$ cat src/rtl/uart_fifo_bridge.sv
// Memory-mapped TX/RX byte FIFOs between the CPU bus and the buart core,
// with status, sticky error flags and a maskable level interrupt.
module uart_fifo_bridge #(
    parameter int DEPTH_LOG2 = 4
) (
    input  logic        clk,
    input  logic        reset,
    input  logic        select,
    input  logic [1:0]  addr,
    input  logic [3:0]  we,
    input  logic        rd,
    input  logic [31:0] wdata,
    output logic [31:0] rdata,
    output logic        interrupt,
    output logic        uart_wr,
    output logic [7:0]  uart_tx_data,
    input  logic        uart_busy,
    output logic        uart_rd,
    input  logic [7:0]  uart_rx_data,
    input  logic        uart_valid
);
    localparam int DEPTH = 1 << DEPTH_LOG2;
    localparam int CW    = DEPTH_LOG2 + 1;
    localparam logic [DEPTH_LOG2-1:0] PTR_ONE = 1;
    localparam logic [CW-1:0]         CNT_ONE = 1;

    typedef enum logic [1:0] {TX_IDLE, TX_WAIT_BUSY, TX_WAIT_DONE} tx_st_t;
    typedef enum logic       {RX_IDLE, RX_ACK} rx_st_t;

    tx_st_t tx_st_q, tx_st_d;
    rx_st_t rx_st_q, rx_st_d;
    logic   tx_tmo_q, tx_tmo_d;

    logic [7:0]            tx_mem_q [DEPTH];
    logic [7:0]            rx_mem_q [DEPTH];
    logic [DEPTH_LOG2-1:0] tx_wp_q, tx_wp_d, tx_rp_q, tx_rp_d;
    logic [DEPTH_LOG2-1:0] rx_wp_q, rx_wp_d, rx_rp_q, rx_rp_d;
    logic [CW-1:0]         tx_cnt_q, tx_cnt_d, rx_cnt_q, rx_cnt_d;
    logic                  tx_ovf_q, tx_ovf_d, rx_ovr_q, rx_ovr_d;
    logic                  rx_int_en_q, rx_int_en_d, txi_en_q, txi_en_d;
    logic [31:0]           rdata_q, rdata_d;
    logic                  irq_q, uart_wr_q, uart_rd_q;
    logic [7:0]            tx_data_q, tx_data_d;

    logic wr_en, data_wr, stat_wr, ctrl_wr, rd_en;
    logic tx_full, tx_empty, rx_full, rx_empty, tx_idle;
    logic tx_flush, rx_flush, tx_pop, tx_push, rx_pop, rx_push, rx_push_req;
    logic tx_ovf_set, rx_ovr_set;
    logic unused_wdata;

    assign unused_wdata = ^wdata[31:8];

    assign wr_en    = select & (|we);
    assign data_wr  = wr_en & (addr == 2'd0) & we[0];
    assign stat_wr  = wr_en & (addr == 2'd1) & we[0];
    assign ctrl_wr  = wr_en & (addr == 2'd2) & we[0];
    assign rd_en    = select & rd;

    assign tx_full  = (tx_cnt_q == CW'(DEPTH));
    assign tx_empty = (tx_cnt_q == '0);
    assign rx_full  = (rx_cnt_q == CW'(DEPTH));
    assign rx_empty = (rx_cnt_q == '0);
    assign tx_idle  = tx_empty & (tx_st_q == TX_IDLE) & !uart_busy;

    // Flush wins over a same-cycle push; a pop in the same cycle still goes out.
    assign tx_flush    = ctrl_wr & wdata[3];
    assign rx_flush    = ctrl_wr & wdata[2];
    assign tx_pop      = (tx_st_q == TX_IDLE) & !tx_empty & !uart_busy;
    assign tx_push     = data_wr & (!tx_full | tx_pop) & !tx_flush;
    assign tx_ovf_set  = data_wr & tx_full & !tx_pop & !tx_flush;
    assign rx_pop      = rd_en & (addr == 2'd0) & !rx_empty;
    assign rx_push_req = (rx_st_q == RX_IDLE) & uart_valid;
    assign rx_push     = rx_push_req & (!rx_full | rx_pop) & !rx_flush;
    assign rx_ovr_set  = rx_push_req & rx_full & !rx_pop & !rx_flush;

    always_comb begin
        tx_wp_d  = tx_wp_q;
        tx_rp_d  = tx_rp_q;
        tx_cnt_d = tx_cnt_q;
        if (tx_push) tx_wp_d = tx_wp_q + PTR_ONE;
        if (tx_pop)  tx_rp_d = tx_rp_q + PTR_ONE;
        if (tx_push && !tx_pop)      tx_cnt_d = tx_cnt_q + CNT_ONE;
        else if (!tx_push && tx_pop) tx_cnt_d = tx_cnt_q - CNT_ONE;
        if (tx_flush) begin
            tx_wp_d  = '0;
            tx_rp_d  = '0;
            tx_cnt_d = '0;
        end
        rx_wp_d  = rx_wp_q;
        rx_rp_d  = rx_rp_q;
        rx_cnt_d = rx_cnt_q;
        if (rx_push) rx_wp_d = rx_wp_q + PTR_ONE;
        if (rx_pop)  rx_rp_d = rx_rp_q + PTR_ONE;
        if (rx_push && !rx_pop)      rx_cnt_d = rx_cnt_q + CNT_ONE;
        else if (!rx_push && rx_pop) rx_cnt_d = rx_cnt_q - CNT_ONE;
        if (rx_flush) begin
            rx_wp_d  = '0;
            rx_rp_d  = '0;
            rx_cnt_d = '0;
        end
    end

    always_comb begin
        tx_ovf_d    = tx_ovf_set | (tx_ovf_q & !(stat_wr & wdata[5]));
        rx_ovr_d    = rx_ovr_set | (rx_ovr_q & !(stat_wr & wdata[4]));
        rx_int_en_d = ctrl_wr ? wdata[0] : rx_int_en_q;
        txi_en_d    = ctrl_wr ? wdata[1] : txi_en_q;
        tx_data_d   = tx_pop ? tx_mem_q[tx_rp_q] : tx_data_q;
        rdata_d     = rdata_q;
        if (rd_en) begin
            case (addr)
                2'd0:    rdata_d = rx_empty ? 32'd0 : {23'd0, 1'b1, rx_mem_q[rx_rp_q]};
                2'd1:    rdata_d = {8'd0, 8'(tx_cnt_q), 8'(rx_cnt_q), 1'b0, tx_idle,
                                    tx_ovf_q, rx_ovr_q, tx_full, tx_empty, rx_full, !rx_empty};
                2'd2:    rdata_d = {30'd0, txi_en_q, rx_int_en_q};
                default: rdata_d = 32'd0;
            endcase
        end
    end

    // WAIT_BUSY gives buart two cycles to raise busy before giving up.
    always_comb begin
        tx_st_d  = tx_st_q;
        tx_tmo_d = tx_tmo_q;
        case (tx_st_q)
            TX_IDLE: if (tx_pop) begin
                tx_st_d  = TX_WAIT_BUSY;
                tx_tmo_d = 1'b0;
            end
            TX_WAIT_BUSY: begin
                if (uart_busy)     tx_st_d  = TX_WAIT_DONE;
                else if (tx_tmo_q) tx_st_d  = TX_IDLE;
                else               tx_tmo_d = 1'b1;
            end
            TX_WAIT_DONE: if (!uart_busy) tx_st_d = TX_IDLE;
            default: tx_st_d = TX_IDLE;
        endcase
        rx_st_d = rx_st_q;
        case (rx_st_q)
            RX_IDLE: if (uart_valid) rx_st_d = RX_ACK;
            default: rx_st_d = RX_IDLE;
        endcase
    end

    always_ff @(posedge clk) begin
        if (tx_push) tx_mem_q[tx_wp_q] <= wdata[7:0];
        if (rx_push) rx_mem_q[rx_wp_q] <= uart_rx_data;
    end

    always_ff @(posedge clk) begin
        if (reset) begin
            tx_st_q     <= TX_IDLE;
            rx_st_q     <= RX_IDLE;
            tx_tmo_q    <= 1'b0;
            tx_wp_q     <= '0;
            tx_rp_q     <= '0;
            rx_wp_q     <= '0;
            rx_rp_q     <= '0;
            tx_cnt_q    <= '0;
            rx_cnt_q    <= '0;
            tx_ovf_q    <= 1'b0;
            rx_ovr_q    <= 1'b0;
            rx_int_en_q <= 1'b0;
            txi_en_q    <= 1'b0;
            rdata_q     <= '0;
            irq_q       <= 1'b0;
            uart_wr_q   <= 1'b0;
            uart_rd_q   <= 1'b0;
            tx_data_q   <= '0;
        end else begin
            tx_st_q     <= tx_st_d;
            rx_st_q     <= rx_st_d;
            tx_tmo_q    <= tx_tmo_d;
            tx_wp_q     <= tx_wp_d;
            tx_rp_q     <= tx_rp_d;
            rx_wp_q     <= rx_wp_d;
            rx_rp_q     <= rx_rp_d;
            tx_cnt_q    <= tx_cnt_d;
            rx_cnt_q    <= rx_cnt_d;
            tx_ovf_q    <= tx_ovf_d;
            rx_ovr_q    <= rx_ovr_d;
            rx_int_en_q <= rx_int_en_d;
            txi_en_q    <= txi_en_d;
            rdata_q     <= rdata_d;
            irq_q       <= (rx_int_en_q & !rx_empty) | (txi_en_q & tx_idle);
            uart_wr_q   <= tx_pop;
            uart_rd_q   <= rx_push_req;
            tx_data_q   <= tx_data_d;
        end
    end

    assign rdata        = rdata_q;
    assign interrupt    = irq_q;
    assign uart_wr      = uart_wr_q;
    assign uart_rd      = uart_rd_q;
    assign uart_tx_data = tx_data_q;
endmodule

$ cat config.mk
export PLATFORM = sky130hd
export DESIGN_NAME = uart_fifo_bridge
export DESIGN_NICKNAME = d
export VERILOG_FILES = /design/src/rtl/uart_fifo_bridge.sv
export SDC_FILE = /design/constraint.sdc
export NUM_CORES = 1
export LEC_CHECK = 0
export CORE_MARGIN = 10
export CORE_UTILIZATION = 35
export CTS_BUF_LIST = sky130_fd_sc_hd__clkbuf_16
export DETAILED_ROUTE_END_ITERATION = 8
export MAX_ROUTING_LAYER = met4
export PLACE_DENSITY_LB_ADDON = 0.1
export SLEW_MARGIN = 10
export SYNTH_ARGS = -nofsm -noshare
export SYNTH_HDL_FRONTEND = slang
export SYNTH_SLANG_ARGS = --single-unit
$ cat constraint.sdc
create_clock -name clk -period 5.12 [get_ports clk]
set_input_delay 1.024 -clock clk [delete_from_list [all_inputs] [get_ports clk]]
set_output_delay 1.024 -clock clk [all_outputs]
set_load 0.05 [all_outputs]
==> results.yml, run 1 <==
detailed_routing:
  drc: 0
  antenna_left: 0
  routed_wl_um: 30000
  routedWlPerCell_um: 21.9
  dr.pass1.iters: 4
  vias: 7021
  vias_per_cell: 5.13
  drt_iter0_markers: 455
sta:
  finClkSkew_ps: 23.2
  post-route-min-period_ps: 4050
  fin_hold_ws_ps: 461
  final-hold-violation-count: 0
  fin_ws_ps: 1070
  rsz0062_at_grt: "no"
  finalSetupViolCount: 0
  maxSlewHeadroom: 0.334
  finalSetupTns_ps: 0
  fmax_mhz: 247
  finalCritPeriodShare: 0.791
  max_slew.worst_pin.slew_ps: 999
  drv_slew: 0
cts:
  h-tree-depth: 2
  cts.sinks: 323
  cts_buffer_depth: 3
  hold_buffers: 0
  cts_tree: "done"
  cts_resized: 0
  path_clk_slew_ps: 60
  clkLatencyLatePin_ps: 530
  cts_setup_buffers: 0
  cts-root-buf: "clkbuf_16"
  cts_made_buffers: 36
layout:
  fin_area_mm2: 0.0151
  fill_cells: 3286
  multi_input_area_mm2: 0.00361
  instances_no_fill: 1369
  area_growth_pct: 16.7
  layout-drive-gt1-share: 0.164
  final_core_util: 0.414
  regArea_mm2: 0.00903
  antenna_cells: 0
  fin_nets: 948
yosys:
  syn-cell-area_mm2: 0.0130
  ys_types: 53
  synth-seq-area-share: 0.697
  synth-edff-count: 256
  synth-main-ff-cell: "edfxtp_1"
  yosys.area_share.xor_xnor: 0.0115
  async_reset_ff_frac: 0
  synth_seq_cells: 323
  synth_top_family_by_area: "multiplexers"
  synth_cells: 799
  synthMuxAreaShare: 0.119
  ys_warn_count: 0
  synth_compound_area_frac: 0.0564
  synthSimpleGateAreaFrac: 0.0674
  post_synth.cell_area_avg_um2: 16.2
  synth_adder_area_share: 0.0205
setup_path:
  criticalPathCategory: "input pin to flop"
  cp.required_ps: 5530
  arrival_ps: 4460
  critPathLaunchType: "input pin"
  crit_fanout: 6
  crit_path_end_kind: "flop"
grt:
  antenna_found_initial: 0
  grt_overflow_total: 0
  gr-usage-all-layers: 0.138
  grt_pass1_wl_um: 45700
  grt_start_max_net_pins: 40
  grt_pass1_vias: 7376
run:
  maxCapViolCount: 0
power:
  power_mw: 6.50
  p_per_area_mw_per_mm2: 430
  p_leak_nw: 4.89
  ir_drop_mv: 0.207
die:
  ioPinCount: 95
  dieArea_mm2: 0.0451
  placementRows: 70
  start_util: 0.355
  core_mm2: 0.0365
  die_y_um: 212
  die_width_um: 212
min_path:
  hp-class: "flop to flop"
placement:
  gp_congestion: 0.779
  dpl.cell_count: 1306
  dp_hpwl_um: 20000
  io_buffers: 53
  place_ws_ps: 540
  placed_cell_area_mm2: 0.0140
outcome:
  status: "finished, final reports clean"
path summary, 6_finish.rpt:
kind,to,slack [ps],start,cells past startpoint
max,rx_cnt_q[4],1070,addr[0],12
min,uart_tx_data[6],460,uart_tx_data[6],2
max reg2reg,rx_cnt_q[4],1680,rx_cnt_q[0],11
min reg2reg,uart_tx_data[6],460,uart_tx_data[6],2
Yosys cell counts (2+ instances only):
| master | instances | area share |
|---|---|---|
| fa_1 | 2 | 0.0031 |
| a221oi_1 | 2 | 0.0014 |
| a32oi_1 | 2 | 0.0014 |
| nor2b_1 | 9 | 0.0043 |
| and3_1 | 3 | 0.0014 |
| a22oi_1 | 34 | 0.020 |
| o21ai_0 | 8 | 0.0031 |
| nand3_1 | 13 | 0.0050 |
| edfxtp_1 | 256 | 0.59 |
| inv_1 | 14 | 0.0041 |
| ha_1 | 18 | 0.017 |
| and2_1 | 6 | 0.0029 |
| dfxtp_1 | 67 | 0.10 |
| buf_4 | 17 | 0.0099 |
| nand2_1 | 29 | 0.0084 |
| a21o_1 | 13 | 0.0075 |
| nand2b_1 | 10 | 0.0048 |
| a221o_1 | 2 | 0.0015 |
| or3_1 | 4 | 0.0019 |
| nor3_1 | 11 | 0.0043 |
| o22ai_1 | 4 | 0.0019 |
| a21oi_1 | 28 | 0.011 |
| mux2i_1 | 12 | 0.0093 |
| clkbuf_1 | 25 | 0.0072 |
| nand4_1 | 5 | 0.0024 |
| mux4_2 | 61 | 0.11 |
| buf_1 | 3 | 0.00087 |
| a211oi_1 | 3 | 0.0017 |
| mux2_2 | 4 | 0.0035 |
| xor2_1 | 9 | 0.0061 |
| nor2_1 | 84 | 0.024 |
| buf_2 | 13 | 0.0050 |
| xnor2_1 | 8 | 0.0054 |
sequential cells by signal, summed over array words and instances (netlist names), 2 cells and up, named ones only:
register,cells
rx_rp_q,4
uart_tx_data,8
tx_st_q,2
tx_cnt_q,5
rdata,18
rx_wp_q,4
rx_cnt_q,5
tx_mem_q,128
tx_rp_q,4
rx_mem_q,128
tx_wp_q,4
cell families (layout without fill, tap and decap cells):
| family | count (synthesis) | after routing |
|---|---|---|
| AOI/OAI and AO/OA | 104 | 104 |
| xor gates and xnor gates | 17 | 17 |
| adders and majority gates | 20 | 20 |
| buffers and inverters | 73 | 162 |
| DFF | 323 | 323 |
| muxes | 77 | 77 |
| other | 1 | 14 |
| and+or+nand+nor | 184 | 184 |
worst max-delay path: stages:
cell	delay, ps
clkdlybuf4s50_1	490
or2_1	370
o211ai_1	380
and2_1	360
ha_1	290
inv_1	100
ha_1	310
nor2b_1	150
o21a_1	170
or3_1	300
a21oi_1	160
mux2_2	340
layout make-up:
| class | instances | share of cell area |
|---|---|---|
| repair buffers | 85 | 0.0510 |
| clock buffers | 38 | 0.0629 |
| inverters | 14 | 0.00348 |
| clock inverters | 25 | 0.00778 |
| well taps | 468 | 0.0387 |
| multi-input cells | 416 | 0.239 |
| flip-flops and latches | 323 | 0.597 |
cells in the final DEF, fill, tap and decap left out, types with 12 or more instances in the layout:
master           netlist  routed
nand2_1               29      29
mux4_2                61      61
edfxtp_1             256     256
ha_1                  18      18
a21o_1                13      13
clkbuf_16              0      38
a22oi_1               34      34
inv_1                 14      22
dfxtp_1               67      66
nand3_1               13      13
a21oi_1               28      28
conb_1                 1      14
nor2_1                84      84
clkdlybuf4s50_1        0      53
buf_4                 17      32
mux2i_1               12      12
where the power goes:
part           switching, mW  internal, mW
combinational          0.619         0.476
sequential             0.151          2.93
clock                  0.998          1.33
routing by layer:
layer,global-route usage,share of wire,wire length [µm],up-vias
met4,0.0465,0.023,681,0
met5,-,0,0,-
met1,0.180,0.46,13800,3595
met3,0.0230,0.045,1350,44
met2,0.217,0.47,14200,159
li1,-,-,-,3223
No activity file was read; power rests on OpenSTA's default activity.
==> run 2, diff against run 1 <==
Clock period 5.12 ns to 3.45 ns, I/O delays scaled along.
==> run 2 against run 1 <==
Compared with the run above: critical path depth stayed put; clock-buffer cell count is 1 lower; worst hold slack worse by 8.7 ps; cell area is 2.4% higher; combinational power is 61% higher; sequential power is 47% higher.
==> results.yml, run 2 (same netlist as run 1, synthesis figures left out) <==
layout:
  regArea_mm2: 0.00903
  layout_commonest_cell: "edfxtp_1"
  final_core_util: 0.424
  fill_cells: 3219
  multi_input_area_mm2: 0.00363
  fin_nets: 992
  antenna_cells: 0
  final_cell_mix: "256 x edfxtp_1, 84 x nor2_1, 75 x buf_4"
  layout-drive-gt1-share: 0.209
  area_growth_pct: 19.5
min_path:
  hp-class: "flop to flop"
  hold_depth: 2
  hold_end: "uart_tx_data[3]"
  worstHoldStart: "uart_tx_data[3]"
setup_path:
  critPathLaunchType: "input pin"
  rrSetupSlack_ps: 560
  timing.rr.start: "rx_cnt_q[0]"
  criticalPathCategory: "input pin to flop"
  r2r-end: "rx_cnt_q[4]"
  arrival_ps: 3540
  crit_fanout: 3
  cp.required_ps: 3870
  crit_path_end_kind: "flop"
  rr_worst_depth: 11
cts:
  hold_buffers: 0
  path_clk_slew_ps: 60
  clkLatencyLatePin_ps: 540
  cts-root-buf: "clkbuf_16"
  h-tree-depth: 2
  cts_setup_buffers: 0
  cts_resized: 0
  cts_made_buffers: 36
  cts_buffer_depth: 3
  cts.sinks: 323
  cts_tree: "done"
placement:
  dp_hpwl_um: 20800
  gp_congestion: 0.781
  place_ws_ps: -229
  io_buffers: 53
detailed_routing:
  drc: 0
  vias_per_cell: 5.02
  antenna_left: 0
  dr.pass1.iters: 5
  routed_wl_um: 30800
  routedWlPerCell_um: 21.8
  vias: 7109
  drt_iter0_markers: 455
run:
  maxCapViolCount: 0
die:
  dieArea_mm2: 0.0451
  ioPinCount: 95
  die_width_um: 212
  start_util: 0.355
  core_mm2: 0.0365
  die_y_um: 212
  placementRows: 70
sta:
  final-hold-violation-count: 0
  fin_hold_ws_ps: 452
  finClkSkew_ps: 11.6
  post-route-min-period_ps: 3130
  finalSetupTns_ps: 0
  fin_ws_ps: 323
  maxSlewHeadroom: 0.479
  fmax_mhz: 320
  finalCritPeriodShare: 0.906
  max_slew.worst_pin.slew_ps: 779
  drv_slew: 0
  finalSetupViolCount: 0
  rsz0062_at_grt: "no"
grt:
  grt_start_max_net_pins: 40
  antenna_found_initial: 0
  gr-usage-all-layers: 0.143
  grt_overflow_total: 0
  grt_pass1_vias: 7602
  grt_pass1_wl_um: 46900
power:
  ir_drop_mv: 0.389
  p_per_area_mw_per_mm2: 632
  p_leak_nw: 5.15
  power_mw: 9.78
outcome:
  status: "finished, final reports clean"
==> run 2: report_power, final <==
group          leakage, nW  switching (mW)  internal [mW]
Combinational         1.73           0.967          0.786
Sequential            2.85           0.192           4.34
Clock                0.576            1.47           2.02
Total                 5.15            2.63           7.14
==> run 2: per-layer routing <==
layer | track usage | wire [µm]
met1 | 0.181 | 13900
met2 | 0.226 | 14900
met3 | 0.0328 | 1400
met4 | 0.0438 | 641
met5 | - | 0
==> run 2: area by class of cell <==
cell class / instances / share of cell area
Timing Repair Buffer: 129 / 0.0716
Multi-Input combinational cell: 416 / 0.234
Sequential cell: 323 / 0.583
Clock inverter: 28 / 0.00986
Inverter: 14 / 0.00339
Tap cell: 468 / 0.0378
Clock buffer: 37 / 0.0598
==> run 2: critical path, cell delays in order <==
cell and delay (ps):
clkdlybuf4s50_1 460, or2_1 290, o211ai_1 240, and2_1 240, ha_4 150, inv_1 50
ha_1 280, nor2b_1 150, o21a_1 170, or3_1 300, a21oi_1 170, mux2_2 340
==> run 2: per-stage QoR <==
stage / instance area [µm²] / std cells
3_5_place_dp: 14400 / 1350
6_report: 15500 / 1415
2_1_floorplan: 13000 / 812
4_1_cts: 15500 / 1415
3_3_place_gp: 14400 / 1350
5_1_grt: 15500 / 1415
==> run 2: worst max path at each step <==
stage            start           to  slack (ps)  cells after the start
2_1_floorplan  addr[0]  rx_cnt_q[4]          20                     14
3_3_place_gp   addr[0]  rx_cnt_q[4]        -170                     12
3_5_place_dp   addr[0]  rx_cnt_q[4]        -230                     12
4_1_cts        addr[0]  rx_cnt_q[4]         330                     12
5_1_grt        addr[0]  rx_cnt_q[4]         180                     12
6_report       addr[0]  rx_cnt_q[4]         320                     12
